$ cat src/rtl/mem_stage_ctrl.sv
// MEM-stage controller: sequences loads/stores on a req/ack data bus, freezes
// upstream stages while an access is pending and drives the MEM/WB register.
module mem_stage_ctrl #(
  parameter int unsigned TIMEOUT_CYC = 255,
  parameter int unsigned CNT_W       = 8
) (
  input  logic        clk,
  input  logic        reset,
  input  logic [31:0] AluRes_i,
  input  logic [31:0] WrData_i,
  input  logic        MemRd_i,
  input  logic        MemWr_i,
  input  logic [1:0]  MemtoReg_i,
  input  logic        RegWr_i,
  input  logic [4:0]  WrReg_i,
  input  logic [31:0] PC4_i,
  output logic        stall_o,
  output logic        bus_req,
  output logic        bus_we,
  output logic [31:0] bus_addr,
  output logic [31:0] bus_wdata,
  input  logic        bus_ack,
  input  logic [31:0] bus_rdata,
  output logic [31:0] WbData_o,
  output logic        RegWr_o,
  output logic [4:0]  WrReg_o,
  output logic        align_err_o,
  output logic        bus_err_o
);

  typedef enum logic {IDLE, BUSY} state_e;

  localparam logic [CNT_W-1:0] CNT_LAST = CNT_W'(TIMEOUT_CYC - 1);

  state_e            state_q, state_d;
  logic [CNT_W-1:0]  cnt_q, cnt_d;
  logic              req_q, req_d, we_q, we_d;
  logic [31:0]       addr_q, addr_d, wdata_q, wdata_d;
  logic [31:0]       wb_q, wb_d;
  logic              regwr_q, regwr_d;
  logic [4:0]        wrreg_q, wrreg_d;
  logic              aerr_q, aerr_d, berr_q, berr_d;
  logic              memop, misal, wb_load;
  logic [31:0]       wb_sel;

  assign memop = MemRd_i | MemWr_i;
  assign misal = memop & (AluRes_i[1:0] != 2'b00);

  always_comb begin
    unique case (MemtoReg_i)
      2'b01:   wb_sel = bus_rdata;
      2'b10:   wb_sel = PC4_i;
      default: wb_sel = AluRes_i;
    endcase
  end

  always_comb begin
    state_d = state_q;
    cnt_d   = cnt_q;
    req_d   = req_q;
    we_d    = we_q;
    addr_d  = addr_q;
    wdata_d = wdata_q;
    aerr_d  = 1'b0;
    berr_d  = 1'b0;
    wb_load = 1'b0;
    stall_o = 1'b0;
    unique case (state_q)
      IDLE: begin
        if (memop && !misal) begin
          // MemWr_i wins when both are set, so a dual request becomes a store
          stall_o = 1'b1;
          state_d = BUSY;
          req_d   = 1'b1;
          we_d    = MemWr_i;
          addr_d  = {AluRes_i[31:2], 2'b00};
          wdata_d = WrData_i;
          cnt_d   = '0;
        end else if (misal) begin
          aerr_d = 1'b1;
        end else begin
          wb_load = 1'b1;
        end
      end
      BUSY: begin
        if (bus_ack) begin
          state_d = IDLE;
          req_d   = 1'b0;
          wb_load = 1'b1;
        end else if (cnt_q == CNT_LAST) begin
          state_d = IDLE;
          req_d   = 1'b0;
          berr_d  = 1'b1;
        end else begin
          stall_o = 1'b1;
          cnt_d   = cnt_q + 1'b1;
        end
      end
      default: state_d = IDLE;
    endcase
    wb_d    = wb_load ? wb_sel : '0;
    regwr_d = wb_load & RegWr_i;
    wrreg_d = wb_load ? WrReg_i : '0;
  end

  always_ff @(posedge clk) begin
    if (reset) begin
      state_q <= IDLE;
      cnt_q   <= '0;
      req_q   <= 1'b0;
      we_q    <= 1'b0;
      addr_q  <= '0;
      wdata_q <= '0;
      wb_q    <= '0;
      regwr_q <= 1'b0;
      wrreg_q <= '0;
      aerr_q  <= 1'b0;
      berr_q  <= 1'b0;
    end else begin
      state_q <= state_d;
      cnt_q   <= cnt_d;
      req_q   <= req_d;
      we_q    <= we_d;
      addr_q  <= addr_d;
      wdata_q <= wdata_d;
      wb_q    <= wb_d;
      regwr_q <= regwr_d;
      wrreg_q <= wrreg_d;
      aerr_q  <= aerr_d;
      berr_q  <= berr_d;
    end
  end

  assign bus_req     = req_q;
  assign bus_we      = we_q;
  assign bus_addr    = addr_q;
  assign bus_wdata   = wdata_q;
  assign WbData_o    = wb_q;
  assign RegWr_o     = regwr_q;
  assign WrReg_o     = wrreg_q;
  assign align_err_o = aerr_q;
  assign bus_err_o   = berr_q;

endmodule
$ cat config.mk
export PLATFORM = sky130hd
export DESIGN_NAME = mem_stage_ctrl
export DESIGN_NICKNAME = d
export VERILOG_FILES = /design/src/rtl/mem_stage_ctrl.sv
export SDC_FILE = /design/constraint.sdc
export NUM_CORES = 1
export LEC_CHECK = 0
export BUFFER_PORTS_ARGS = -buffer_cell sky130_fd_sc_hd__buf_4
export CAP_MARGIN = 25
export CORE_MARGIN = 2
export CORE_UTILIZATION = 43
export CTS_CLUSTER_DIAMETER = 200
export DETAILED_ROUTE_END_ITERATION = 10
export PLACE_DENSITY = 0.79
export SKIP_LAST_GASP = 1
export SYNTH_ARGS = -nofsm -noshare
export SYNTH_HDL_FRONTEND = slang
export SYNTH_SLANG_ARGS = --single-unit
$ cat constraint.sdc
create_clock -name clk -period 1.95 [get_ports clk]
set_input_delay 0.2925 -clock clk [delete_from_list [all_inputs] [get_ports clk]]
set_output_delay 0.2925 -clock clk [all_outputs]
set_load 0.03 [all_outputs]
### After elaboration in Yosys (flattened, before gate mapping)

Index checks and enable logic that the tools add are counted.

| operators by class | value |
|---|---|
| bitwise logic cells | 5 |
| mux-type cells | 19 |
| eq/ne operators | 7 |
| reductions and logical operators | 9 |
| add/subtract/negate cells | 1 |

Operators with widths:

| cell | number |
|---|---|
| $pmux 32 s2 | 1 |
| $mux 8 | 3 |
| $pmux 8 s2 | 1 |
| $mux 1 | 11 |
| $add 8x1->8 const B | 1 |
| $eq 8x8->1 const B | 1 |
| $ne 2x2->1 const B | 3 |
| $pmux 1 s2 | 3 |
| $reduce_or 3->1 | 2 |
| $reduce_and 2->1 | 2 |
| $ne 3x2->1 const B | 1 |
| $reduce_and 3->1 | 1 |
| $and 1x1->1 | 2 |
| $eq 2x1->1 const B | 1 |
| $eq 2x2->1 const B | 1 |
| $not 1->1 | 2 |
| $reduce_bool 2->1 | 1 |
| $reduce_or 2->1 | 1 |
| $logic_and 1x1->1 | 1 |
| $logic_not 1->1 | 1 |
| $or 1x1->1 | 1 |

| storage, ports and cells | value |
|---|---|
| output and inout port bits | 107 |
| input bits | 141 |
| register bits | 113 |

### Longest topological paths before layout

| depth | value |
|---|---|
| depth after elaboration | 8 |
| gate-level depth with buffers | 7 |
| mapped depth without buffers | 6 |

### Worst setup path before layout

No wires, ideal clock.

| path | value |
|---|---|
| path type | register -> register |
| start | register cnt_q[3] |
| end | register cnt_q[3] |
| data required time | 1.862 ns |
| slack | 0.370 ns |
| arrival time | 1.492 ns |
| cell stages (with the launch flop) | 6 |
| cell sequence | dfxtp_1 and4_4 a41o_1 buf_4 nand2_1 a311oi_2 |

| between the ends | value |
|---|---|
| longest elaborated chain between the ends | 4 |
| elaborated cells on any way between the ends | 7 |

RTL lines:

| what | line | RTL |
|---|---|---|
| from (decl) | 36 | `logic [CNT_W-1:0] cnt_q, cnt_d;` |
| from (signal assigned) | 121 | `cnt_q <= cnt_d;` |
| $add 8x1->8 | 96 | `cnt_d = cnt_q + 1'b1;` |
| $mux 8 | 90 | `end else if (cnt_q == CNT_LAST) begin` |
| $mux 8 | 86 | `if (bus_ack) begin` |
| $pmux 8 s2 | 68 | `unique case (state_q)` |

Parallel ways exist; a longest one is shown, timed or not. The select of a mux whose other input is x is not followed.
A chain may end at the register's enable or synchronous reset.

### Final worst setup path

| path | value |
|---|---|
| start | register cnt_q[5] |
| end | output stall_o |

| between the ends | value |
|---|---|
| longest elaborated chain between the ends | 4 |

RTL lines:

| what | line | RTL |
|---|---|---|
| $eq 8x8->1 | 90 |  |
| $mux 1 | 90 |  |
| $mux 1 | 86 |  |
| $pmux 1 s2 | 68 |  |
| to (decl) | 17 | `output logic stall_o,` |

Every way passes these cells.

==> metrics.txt <==
crit-path max FO=5; Clock Path Buffers=2; Setup crit end=stall_o; run status=finished clean; crit-path cells=and4_4 > a41o_4 > nand2_4 > buf_6; Static Leakage=3.11 nW; critical path's top delay family=flip-flops; row count=36; P&R area growth vs syn=63.0%; R2R depth=6; Ant. Diodes=0; largest family of logic cells by synthesized area=simple AND/OR/NAND/NOR gates; sequential-to-total area share from yosys stat=0.524; metal2 WL=7280 um; Port Buf Inserts=245; die area=10,900 um^2; Tmin final=1.89 ns; Num CTS Buffers=17; Setup crit start kind=register; Yosys top cell area share=0.524; clock transition at the registers of the reported paths=0.06 ns; post-DP HPWL=9990 um; Syn Inst Count=around 550; ANT nets after route=0; initial antenna violation count=0; worst path bufs/invs=1; Final Cycle Share=0.968; Tot GR Track Use=0.264; wire per inst=~15 um; Die W=104 um; FF-to-FF setup slack=~0.16 ns; core area=between 9000 and 10,000 um^2; Placed Instances=around 890; RD Place Congestion=between 0.8 and 0.9; DR iter-0 viols=between 200 and 250; most frequent cells in the layout=buf_4, nand2_1, dfxtp_1; Synth Area in XOR/XNOR=0; critical setup path kind=reg -> out; Die Y=~100 um; first-pass GRT wire length=approximately 23,000 um; CTS tree=yes; RSZ-0062 raised after global routing=no; worst endpoint required time=1.66 ns; fin util=0.720; Max Cap Violations=0; Critical-path top delay cell=dfxtp_2; Synth Area in Simple Gates=0.221; Synth Area in Adders=0.0116; share of layout cells above drive strength 1=0.381; synthesized area per cell=around 8 um^2; worst min path class=in -> reg; maximum VDD drop=approximately 0.0005 V; vias per std cell=slightly above 5; max-slew violation count=0; WL met1=roughly 5500 um; Setup Total Neg Slack=0 ns; num ports=248; vias post-DR=4,741; dominant cells by area after synthesis=dfxtp_1, a21oi_1, nand2_1; clock latency on the worst-skew pair=0.51 ns; mux contribution to synthesized area=0; Final Skew=between 0.01 and 0.015 ns; Synth Register Bits=approximately 110; CP endpoint kind=output pin; CP max stage delay=approximately 0.37 ns; Nets=between 900 and 1k; DR DRC count=0; Synth Area in Compound Gates=0.197; Met3 Routed Length=1140 um; pin count of the biggest net entering global routing=65; Initial Utilization=0.442; Critical R2R Launch=cnt_q[0]; critical path depth=4; PwrDens=approximately 950 nW/um^2; Layout Cells excl Fill=934; commonest non-fill, non-tap cell in the layout=buf_4; vias in the first global route=roughly 4.7k; CTS Sinks=between 100 and 150; synth warn=0; Max Clk Rate=between 500 and 600 MHz; Final setup viols=0; Synth area leader=dfxtp_1; worst setup path start=cnt_q[5]; DR pass1 iterations=5; final hold violations=0; FF-to-FF End=cnt_q[4]; CP arrival=roughly 1.6 ns; Post-Route WL=around 14,000 um; unique cell type count in the Yosys netlist=30; H-tree depth=4; Clock Tree Root=clkbuf_8; Synth Cell Area=about 4300 um^2; highest metal used=met4; grt ovf=0
==> layout make-up <==
cell class | count | area [um^2]
Multi-Input combinational cell | 385 | 1890
Timing Repair Buffer | 267 | 2050
Sequential cell | 113 | 2270
Fill cell | 739 | 2740
Inverter | 5 | 18.8
Tap cell | 133 | 166
Clock inverter | 10 | 181
Clock buffer | 21 | 459
==> cell families after synthesis <==
family / after synthesis
flops: 113
fa+ha+maj: 4
simple gates: 232
compound gates: 147
other cells: 1
buf+inv: 48
==> flip-flops by register name, indices dropped and copies added (netlist names), 5 cells and up <==
| register | flops |
|---|---|
| WbData_o | 32 |
| bus_wdata | 32 |
| bus_addr | 30 |
| cnt_q | 8 |
| WrReg_o | 5 |
==> worst register-to-register path, stage by stage, from the launching register on <==
cell     delay (ns)
dfxtp_2        0.33
inv_1          0.06
ha_2           0.20
a41o_4         0.30
buf_4          0.16
or4_1          0.49
a31oi_1        0.18
==> power breakdown <==
group,internal [mW],total [mW],switching [mW]
registers,2.40,2.44,0.0408
logic,0.427,0.952,0.526
clock network,2.29,3.32,1.03
==> layer usage <==
metal | track usage | vias to the layer above
li1 | - | 2318
met1 | 0.304 | 2167
met2 | 0.455 | 219
met3 | 0.0865 | 37
met4 | 0.102 | 0
met5 | 0 | -
==> worst min path at each step <==
stage | start | slack, ns | end | depth (start not counted)
CTS | AluRes_i[8] | 0.003 | WbData_o[8] | 3
global placement | bus_wdata[11] | 0.44 | bus_wdata[11] | 2
finish | AluRes_i[16] | 0.02 | WbData_o[16] | 3
detailed placement | bus_wdata[24] | 0.45 | bus_wdata[24] | 2
global route | AluRes_i[16] | 0.01 | WbData_o[16] | 3
floorplan | RegWr_i | 0.41 | RegWr_o | 1
==> synth_stat cells <==
cell,n
a31oi_1,5
a22oi_1,32
nor3_1,2
buf_1,4
or4_1,3
ha_1,4
nor4_4,1
buf_4,3
and4_4,1
a41o_1,1
a311oi_2,1
buf_2,1
a21oi_1,102
inv_1,5
a211oi_1,1
conb_1,1
nor4_1,1
o31ai_1,1
nand2b_2,1
dfxtp_1,113
clkbuf_1,35
o211ai_1,3
a21o_1,1
and3_1,1
or3_1,2
nand4_1,1
and2_1,6
nand2_1,134
nor2_1,69
nand3_1,10
==> what timing repair did <==
action                                 CTS  global route
pin swaps                                1             0
hold buffers                             6             0
setup buffers                            2             1
cloned                                   0             0
setup endpoints to repair                1             1
endpoints found under the hold margin    6             0
resized for setup                       11             2
==> per-stage QoR <==
stage               power (mW)  instance area, um^2  hold WS, ns  setup slack (ns)
finish                    6.72                 7030       0.0195            0.0633
global route              6.96                 7030       0.0104            0.0159
CTS                       6.74                 7020      0.00319            0.0338
detailed placement        3.42                 6280        0.447             0.216
global placement          3.40                 6280        0.442             0.333
floorplan                 2.96                 4320        0.414             0.370
Power figures use the tool's default switching activity.
